<file path="src/rtl/cache_arbiter.sv">
// Shares one burst memory port between the instruction and data caches:
// one 256-bit line request at a time, serialized into a 4-beat, 64-bit burst.
module cache_arbiter #(
  parameter int LINE_W = 256,
  parameter int BEAT_W = 64,
  parameter int BEATS  = LINE_W / BEAT_W
) (
  input  logic              clk,
  input  logic              rst,
  input  logic              i_read,
  input  logic [31:0]       i_addr,
  output logic [LINE_W-1:0] i_rdata,
  output logic              i_resp,
  input  logic              d_read,
  input  logic              d_write,
  input  logic [31:0]       d_addr,
  input  logic [LINE_W-1:0] d_wdata,
  output logic [LINE_W-1:0] d_rdata,
  output logic              d_resp,
  output logic              mem_read,
  output logic              mem_write,
  output logic [31:0]       mem_addr,
  output logic [BEAT_W-1:0] mem_wdata,
  input  logic [BEAT_W-1:0] mem_rdata,
  input  logic              mem_resp
);

  localparam int BEAT_CNT_W = (BEATS > 1) ? $clog2(BEATS) : 1;
  localparam logic [BEAT_CNT_W-1:0] LAST_BEAT = BEAT_CNT_W'(BEATS - 1);
  localparam logic [31:0] LINE_MASK = ~(32'(LINE_W / 8) - 32'd1);

  typedef enum logic [1:0] {IDLE, RD_BURST, WR_BURST, DONE} state_t;
  typedef enum logic {OWN_I = 1'b0, OWN_D = 1'b1} owner_t;

  state_t                  state_reg, state_next;
  owner_t                  owner_reg, owner_next;
  owner_t                  last_reg, last_next;
  logic [BEAT_CNT_W-1:0]   beat_reg, beat_next;
  logic [31:0]             addr_reg, addr_next;
  logic [LINE_W-1:0]       line_reg, line_next;

  logic                    d_req;
  logic                    grant_d;
  logic                    grant_i;
  logic [BEAT_W-1:0]       line_beats [BEATS];

  generate
    for (genvar gi = 0; gi < BEATS; gi++) begin : g_slice
      assign line_beats[gi] = line_reg[gi*BEAT_W +: BEAT_W];
    end
  endgenerate

  always_ff @(posedge clk or negedge rst) begin
    if (!rst) begin
      state_reg <= IDLE;
      owner_reg <= OWN_I;
      last_reg  <= OWN_I;
      beat_reg  <= '0;
      addr_reg  <= '0;
      line_reg  <= '0;
    end else begin
      state_reg <= state_next;
      owner_reg <= owner_next;
      last_reg  <= last_next;
      beat_reg  <= beat_next;
      addr_reg  <= addr_next;
      line_reg  <= line_next;
    end
  end

  // Contested grants go to whichever cache was not served last.
  assign d_req   = d_read | d_write;
  assign grant_d = d_req && (!i_read || (last_reg == OWN_I));
  assign grant_i = i_read && !grant_d;

  always_comb begin
    state_next = state_reg;
    owner_next = owner_reg;
    last_next  = last_reg;
    beat_next  = beat_reg;
    addr_next  = addr_reg;
    line_next  = line_reg;
    case (state_reg)
      IDLE: begin
        if (grant_d) begin
          owner_next = OWN_D;
          last_next  = OWN_D;
          addr_next  = d_addr & LINE_MASK;
          beat_next  = '0;
          if (d_write) begin
            line_next  = d_wdata;
            state_next = WR_BURST;
          end else begin
            state_next = RD_BURST;
          end
        end else if (grant_i) begin
          owner_next = OWN_I;
          last_next  = OWN_I;
          addr_next  = i_addr & LINE_MASK;
          beat_next  = '0;
          state_next = RD_BURST;
        end
      end
      RD_BURST: begin
        if (mem_resp) begin
          line_next[BEAT_W*beat_reg +: BEAT_W] = mem_rdata;
          beat_next = beat_reg + BEAT_CNT_W'(1);
          if (beat_reg == LAST_BEAT) state_next = DONE;
        end
      end
      WR_BURST: begin
        if (mem_resp) begin
          beat_next = beat_reg + BEAT_CNT_W'(1);
          if (beat_reg == LAST_BEAT) state_next = DONE;
        end
      end
      DONE: state_next = IDLE;
      default: state_next = IDLE;
    endcase
  end

  assign mem_read  = (state_reg == RD_BURST);
  assign mem_write = (state_reg == WR_BURST);
  assign mem_addr  = addr_reg;
  assign mem_wdata = mem_write ? line_beats[beat_reg] : '0;
  assign i_resp    = (state_reg == DONE) && (owner_reg == OWN_I);
  assign d_resp    = (state_reg == DONE) && (owner_reg == OWN_D);
  assign i_rdata   = line_reg;
  assign d_rdata   = line_reg;

endmodule
</file>
<file path="config.mk">
export PLATFORM = sky130hd
export DESIGN_NAME = cache_arbiter
export DESIGN_NICKNAME = d
export VERILOG_FILES = /design/src/rtl/cache_arbiter.sv
export SDC_FILE = /design/constraint.sdc
export NUM_CORES = 1
export LEC_CHECK = 0
export ABC_AREA = 0
export CAP_MARGIN = 20
export CORE_AREA = 2 2 386 388
export DETAILED_ROUTE_END_ITERATION = 7
export DIE_AREA = 0 0 388 390
export HOLD_SLACK_MARGIN = 0.12
export SYNTH_ARGS = -nofsm -noshare
export SYNTH_HDL_FRONTEND = slang
export SYNTH_SLANG_ARGS = --single-unit
</file>
<file path="constraint.sdc">
create_clock -name clk -period 3.3 [get_ports clk]
set_input_delay 0.495 -clock clk [delete_from_list [all_inputs] [get_ports clk]]
set_output_delay 0.495 -clock clk [all_outputs]
set_load 0.1 [all_outputs]
</file>
==> out/results.ini <==
[timing]
worst-slew-pin-transition_ns=1.05
hold_viol_final=0
setup-tns-final_ns=0
drv_slew=0
finalSetupViolCount=0
min_period_over_period=0.922
fin_crit_ns=3.04
skew_ns=0.0141
maxSlewHeadroom=0.300
timing.fmax_mhz=329
whs_ns=0.476
rsz0062_at_grt=no

[synth]
synth_area_um2=17900
async_flop_share=1.00
netlist.area_leader.share=0.402
synth_cells=1516
yosysWarningCount=0
synth-seq-cells=288
synth_edf_count=0
ys_types=37
yosysTopAreaCell=dfrtp_1
synth.most_common_cell=dfrtp_1
synth_top_cells_by_area=dfrtp_1 40%, mux2_2 15%, buf_4 11%
syn_area_per_cell_um2=11.8
synth-seq-area-share=0.402
synth_ff_type=dfrtp_1
ys_top_cells_by_count=288 x dfrtp_1, 274 x buf_4, 235 x mux2_2

[setup_path]
end_kind=primary output
cpPeakStageDelay_ns=0.67
cp_data_arrival_time_ns=2.55
critPathRequiredTime_ns=2.80
cp-start-kind=flop
crit_chain=buf_12 > mux4_2 > and2_1 > buf_4
crit_type=reg -> out
path_max_fanout=31
slowest_stage=mux4_2

[drt]
drc=0
drt_iter0_markers=1159
postRouteWirelength_um=125000
ant_nets=0
routed-via-count=16600
wire_per_inst_um=29.8
drt_first_pass_iters=5
via_per_inst=3.94

[clock_tree]
postCtsSetupBuffers=0
clock_sinks=288
h-tree-depth=2
cts_buffer_depth=3
clk_pin_slew_ns=0.06
clk-insertion-delay-late_ns=0.59
clockRootBuffer=clkbuf_16
hold_buffers=1
cts_tree=done
cts_made_buffers=39
cts-resized-gates=0

[placement]
globalplace.congestion=0.980
io_buffers=986
place_area_um2=27800
dp.final_hpwl_um=102000

[global_routing]
grt_antenna_before_repair=41
overflow=0
grt_pass1_wl_um=162000
grt_pass1_vias=16200
gr-usage-all-layers=0.158
grt_max_degree=137

[layout]
design_area_um2=29100
drive_gt1_frac=0.408
final_nets=2642
postLayoutCoreUtil=0.198
largest_reg_flops=256
area_growth_pct=62.2

[floorplanning]
die_h_um=390
io_pins=1002
die_area_um2=151000
fp.coreArea_um2=147000
start_util=0.122
dieWidth_um=388
row_count=141

[flow_run]
maxCapViolCount=0

[hold_path]
hp-class=reg -> reg

[run_status]
status=completed

path summary, 6_finish.rpt:
kind | from | to | slack [ns] | depth (start not counted)
max in group asynchronous | rst | d_rdata[109]$_DFFE_PN0P_ | 1.81 | 4
max reg2reg | beat_reg[1]$_DFFE_PN0P_ | d_rdata[182]$_DFFE_PN0P_ | 0.62 | 8
max | beat_reg[0]$_DFFE_PN0P_ | mem_wdata[15] | 0.26 | 4
min | mem_addr[30]$_DFFE_PN0P_ | mem_addr[30]$_DFFE_PN0P_ | 0.48 | 2
min reg2reg | mem_addr[30]$_DFFE_PN0P_ | mem_addr[30]$_DFFE_PN0P_ | 0.48 | 2
min in group asynchronous | rst | d_rdata[40]$_DFFE_PN0P_ | 0.52 | 2
layout make-up:
cell class | count | area, µm²
multi-input combinational | 845 | 8240
antenna | 11 | 27.5
tap | 1930 | 2410
fill | 16000 | 118000
clock buffer | 57 | 1170
clock inverter | 10 | 67.6
inverter | 7 | 33.8
timing repair buffer | 1062 | 9930
sequential | 288 | 7210
logic make-up (layout without fill, tap and decap cells):
logic type,Yosys count,in the layout,synth area share
AND/OR/NAND/NOR,179,179,0.0483
multiplexers,348,348,0.257
adder cells (fa/ha/maj),9,9,0.00628
other,1,16,0.000209
buffers and inverters,387,1136,0.144
flip-flops,288,288,0.402
AO/OA/AOI/OAI,304,304,0.142
layout by cell type (no fill, tap or decap), types with 2 or more instances in the layout:
cell type / n
a21oi_1: 5
a21oi_4: 4
a22o_1: 194
and2_1: 65
buf_12: 54
buf_4: 494
clkbuf_1: 8
clkbuf_16: 41
clkbuf_8: 8
clkdlybuf4s50_1: 511
clkinv_2: 4
clkinvlp_4: 4
conb_1: 5
dfrtp_1: 286
dfrtp_4: 2
diode_2: 11
ha_1: 7
ha_4: 2
inv_1: 6
mux2_1: 21
mux2_2: 235
mux2i_1: 27
mux4_2: 64
nand2_1: 101
nor2_1: 4
nor4b_1: 2
o21ai_0: 29
o2bb2ai_1: 63
worst max-delay path, delay by kind of cell (launching register included):
| kind | cells | cell delay (ns) |
|---|---|---|
| muxes | 1 | 0.67 |
| buffers and inverters | 2 | 0.48 |
| DFF | 1 | 0.47 |
| and+or+nand+nor | 1 | 0.21 |
per-stage QoR:
stage / std cells / setup slack (ns)
6_report: 4210 / 0.258
5_1_grt: 4200 / 0.111
4_1_cts: 4198 / 0.0711
3_5_place_dp: 4130 / 0.506
3_3_place_gp: 4130 / 0.523
2_1_floorplan: 1520 / 0.251
metal layers:
layer  global-route usage  part of all wire  vias up
li1                     -                 -     6792
met1                0.200              0.42     8668
met2                0.258              0.47      957
met3               0.0464             0.082      161
met4               0.0482             0.031       24
met5                    0            0.0014        -
Power is not shown: default switching activity piles up to over one toggle a cycle in this logic, so the estimate is an artifact.
==> RTL change 1 (config.mk and constraints unchanged) <==
Add an input register stage for `i_addr`, cleared by the reset; this delays it by one clock. The other inputs are not delayed to match.
--- a/src/rtl/cache_arbiter.sv
+++ b/src/rtl/cache_arbiter.sv
@@ -33,2 +33,12 @@
   typedef enum logic {OWN_I = 1'b0, OWN_D = 1'b1} owner_t;
+
+  logic [31:0] i_addr_q;
+
+  always_ff @(posedge clk or negedge rst) begin
+    if (!rst) begin
+      i_addr_q <= '0;
+    end else begin
+      i_addr_q <= i_addr;
+    end
+  end
 
@@ -98,3 +108,3 @@
           last_next  = OWN_I;
-          addr_next  = i_addr & LINE_MASK;
+          addr_next  = i_addr_q & LINE_MASK;
           beat_next  = '0;
Formal check against the unedited RTL: not equivalent (a bounded check fails within 4 cycles, from zero or initial values and one cycle with rst low).
==> RTL change 1 against the original RTL <==
Synthesized area grew 2.3%. Wire length shrank 1.2%. Worst setup slack lost 60 ps. Sequential cell count grew 27. Worst hold slack lost 140 ps. Design area grew 1.4%. Fmax shrank 1.9%. Register-to-register slack lost 80 ps. Sequential share of layout area grew 2.0 points.
Power is not shown: default switching activity piles up to over one toggle a cycle in this logic, so the estimate is an artifact.
==> RTL change 1: results (changes against the original RTL) <==
* Outcome: completed
* Slowest-stage cell, CP: mux4_2
* Worst EP arrival at 2610 ps (+60 ps)
* CTS buffer count at 40 (+2.6%)
* Yosys warns at 0 (unchanged)
* Placed inst area at 0.0282 mm^2 (+1.5%)
* Gpl congestion at 0.926 (-5.6%)
* Initial antenna violation count at 35 (-15%)
* Finished Layout Cells at 4145 (-1.5%)
* CTS max path bufs at 3 (unchanged)
* Final HPWL DP at 99000 um (-2.6%)
* Reg clk slew, reported paths at 70 ps
* Xor and xnor fraction of the mapped netlist area at 0% (unchanged)
* Post-synthesis compound-gate area fraction at 13.8% (-0.44 points)
* CP max FO at 40 (+29%)
* Worst hold path class: in2reg
* Postcts setup bufs at 0 (unchanged)
* Clock Skew at 25.8 ps (+11.7 ps)
* Register-to-Register Path Depth at 7 (-1)
* Post-synthesis mux area share at 25.2% (-0.51 points)
* Hold depth at 1 (-1)
* Hold_sp: i_addr[15]
* GRT Overall Usage at 15.7% (-0.13 points)
* Post-synth top cells: dfrtp_1, buf_4, a22o_1
* Vias in the first global route at 16050 (-1.1%)
* Hold buffer count at CTS at 1 (unchanged)
* Synth cell types at 36 (-2.7%)
* Starting DRT DRC Count at 919 (-21%)
* Root Buffer: clkbuf_16
* TritonRoute pass-1 iters at 5 (unchanged)
* Slew Limit Headroom at 21.8% (-8.2 points)
* Synth area leaders: dfrtp_1, mux2_2, a22o_1
* Worst Setup SP: beat_reg[0]
* Place WS at 359 ps (-147 ps)
* Vias per cell at 3.89 (-1.3%)
* Synth async-reset ratio at 100% (unchanged)
* Largest net degree at the start of global routing at 151 (+10%)
* Layout cells sized above 1 at 40.9% (+0.13 points)
* Clock Latency Late Sink at 600 ps
* Cell count after synthesis at 1472 (-2.9%)
* PortBufs at 986 (unchanged)
* R2r startpoint: state_reg[1]
* Sequential cell area fraction in the yosys report at 42.9% (+2.8 points)
* Final nets at 2585 (-2.2%)
* First-pass GRT wire length at 160000 um (-0.92%)
* Max stage delay on crit path at 630 ps (-40 ps)
* Resize count post-CTS at 0 (unchanged)
* Number of flip-flops under the largest register name at 256 (unchanged)
* WL/cell at 29.9 um (+0.34%)
* Post-synthesis adder-cell area fraction at 0.614% (-0.014 points)
* H-tree Lvls at 2 (unchanged)
[RTL change 1: changes by cell type in the layout (fill, tap and decap cells not counted), sizes merged, moves of 4 or more]
cell           before  now
a22o              194  257
buf               550  512
clkbuf             57   50
clkdlybuf4s50     511  527
dfrtp             288  315
diode              11    7
nand2             101   35
nor2                5    9
o2bb2ai            63    0
[RTL change 1: critical path: cells and delay by family (launching register included)]
family | cells | cell delay, ps
simple gates | 1 | 200
flops | 1 | 470
mux | 1 | 630
buf+inv | 2 | 530
[RTL change 1: worst paths after layout]
check / endpoint / slack [ps]
max in group asynchronous: mem_addr[31] / 1870
max reg2reg: d_rdata[107] / 540
min reg2reg: mem_addr[13] / 480
min: i_addr_q[15] / 330
min in group asynchronous: d_rdata[113] / 420
max: mem_wdata[28] / 200
[RTL change 1: cells by family after synthesis]
group | Yosys count
flops | 315
compound gates | 300
buf+inv | 378
fa+ha+maj | 9
simple gates | 120
other cells | 1
mux | 349
[RTL change 1: area by class of cell]
| type | instances | area (um^2) |
|---|---|---|
| Fill cell | 16008 | 118000 |
| Timing Repair Buffer | 1040 | 9900 |
| Multi-Input combinational cell | 783 | 8000 |
| Sequential cell | 315 | 7890 |
| Tap cell | 1930 | 2410 |
| Clock buffer | 50 | 1090 |
| Clock inverter | 14 | 155 |
| Inverter | 6 | 30.0 |
| Antenna cell | 7 | 17.5 |
[RTL change 1: metal layers]
| layer | track usage (%) | vias to the layer above | wire length (um) |
|---|---|---|---|
| li1 | - | 6647 | - |
| met3 | 4.30 | 165 | 9170 |
| met2 | 26.0 | 847 | 59300 |
| met5 | 0 | - | 134 |
| met1 | 19.8 | 8464 | 51700 |
| met4 | 4.21 | 18 | 3620 |
==> RTL change 2 (same settings) <==
Without the edit above. The parameter `LINE_W` goes from 256 to 128.
--- a/src/rtl/cache_arbiter.sv
+++ b/src/rtl/cache_arbiter.sv
@@ -3,3 +3,3 @@
 module cache_arbiter #(
-  parameter int LINE_W = 256,
+  parameter int LINE_W = 128,
   parameter int BEAT_W = 64,
Interface: changed (resized d_rdata, d_wdata and i_rdata); port bits go from 1002 to 618. The function was not compared with the original's and may differ.
==> RTL change 2 against the original RTL <==
Design area fell by 36%. Die area is the same. Wire length fell by 50%. Sequential cell count shrank 128. Via count decreased by 39%. Synthesized area down 40%. Non-clock buffer count down 426. Count of clock-buffer cells in the layout decreased by 39. Synthesized cell count fell by 28%. Highest routed layer unchanged. Worst setup slack got worse by 43 ps.
Power is not shown: default switching activity piles up to over one toggle a cycle in this logic, so the estimate is an artifact.
==> RTL change 2: results (changes against the original RTL) <==
* TritonRoute pass-1 iters at 6 (+1)
* Starting DRT DRC Count at 325 (-72%)
* Worst EP arrival at 2590 ps (+40 ps)
* Cell count after synthesis at 1090 (-28%)
* Place WS at 485 ps (-20.8 ps)
* Post-synthesis mux area share at 8.59% (-17 points)
* Non-Clock Buffer Area Fraction at 32.8% (-1.3 points)
* Clock Skew at 33.1 ps (+18.9 ps)
* R2R setup slack at 750 ps (+130 ps)
* CTS max path bufs at 2 (-1)
* Synth cell types at 34 (-8.1%)
* Sequential cell area share at 21.5% (-3.3 points)
* Initial antenna violation count at 17 (-59%)
* Filler cell count at 16730 (+4.5%)
* Synth area leaders: dfrtp_1, nand4b_1, buf_4
* Number of flip-flops under the largest register name at 128 (-50%)
* Post-synthesis adder-cell area fraction at 0.467% (-0.16 points)
* Hold EP: mem_addr[8]
* R2r startpoint: state_reg[0]
* FF/Latch Area at 0.00401 mm^2 (-44%)
* Multi-input gate count at 570 (-33%)
* First-pass GRT wire length at 85100 um (-47%)
* Final HPWL DP at 48700 um (-52%)
* Sequential cell area fraction in the yosys report at 37.4% (-2.8 points)
* Gpl congestion at 0.795 (-19%)
* Largest net degree at the start of global routing at 86 (-37%)
* Slowest-stage cell, CP: dfrtp_4
* H-tree Lvls at 4 (+2)
* Reg clk slew, reported paths at 90 ps (+30 ps)
* CP max FO at 34 (+9.7%)
* Max stage delay on crit path at 1010 ps (+340 ps)
* CTS buffer count at 17 (-56%)
* Register-to-Register Path Depth at 6 (-2)
* WL/cell at 18.1 um (-39%)
* Hold WS at 480 ps (+3.60 ps)
* PortBufs at 605 (-39%)
* Post-synth top cells: dfrtp_1, buf_4, inv_1
* GRT Overall Usage at 8.17% (-7.6 points)
* DP Cell Count at 3426 (-17%)
* Multi-input combinational cell area at 0.00496 mm^2 (-40%)
* Placed inst area at 0.0180 mm^2 (-35%)
* # clk buffers at 18 (-68%)
* FF+latch count, synth at 160 (-44%)
* Bufs w/o clock at 636 (-40%)
* Clock Latency Late Sink at 540 ps (-50 ps)
* Outcome: completed
* Vias per cell at 2.94 (-25%)
* Least-Margin Pin Slew at 1010 ps (-40.6 ps)
* Post-synthesis compound-gate area fraction at 16.6% (+2.3 points)
* Worst R2R End: d_rdata[2]
* Final nets at 1782 (-33%)
* Layout cells sized above 1 at 26.2% (-15 points)
* Hold_sp: mem_addr[8]
* Total number of vias at 10202 (-39%)
-- RTL change 2: metal layers --
layer	global-route usage, %	routed length, um	vias up
met2	13.2	29300	547
met5	0	81	-
met3	3.27	5570	86
li1	-	-	4614
met1	9.39	25600	4941
met4	3.78	2350	14
-- RTL change 2: worst max-delay path by stage --
stage | slack, ps | to | cells after the start | start
final | 210 | mem_wdata[53] | 4 | beat_reg
after global routing | 100 | mem_wdata[53] | 4 | beat_reg
after CTS | 40 | mem_wdata[53] | 4 | beat_reg
after detailed placement | 490 | d_rdata[2] | 5 | i_read
after global placement | 510 | d_rdata[2] | 5 | i_read
after floorplan | 160 | mem_wdata[10] | 5 | state_reg[0]
-- RTL change 2: critical path, delay by kind of cell, from the launching register on --
| family | cells | cell delay, ps |
|---|---|---|
| flip-flops | 1 | 1010 |
| buffers and inverters | 2 | 490 |
| AND/OR/NAND/NOR | 1 | 100 |
| multiplexers | 1 | 380 |
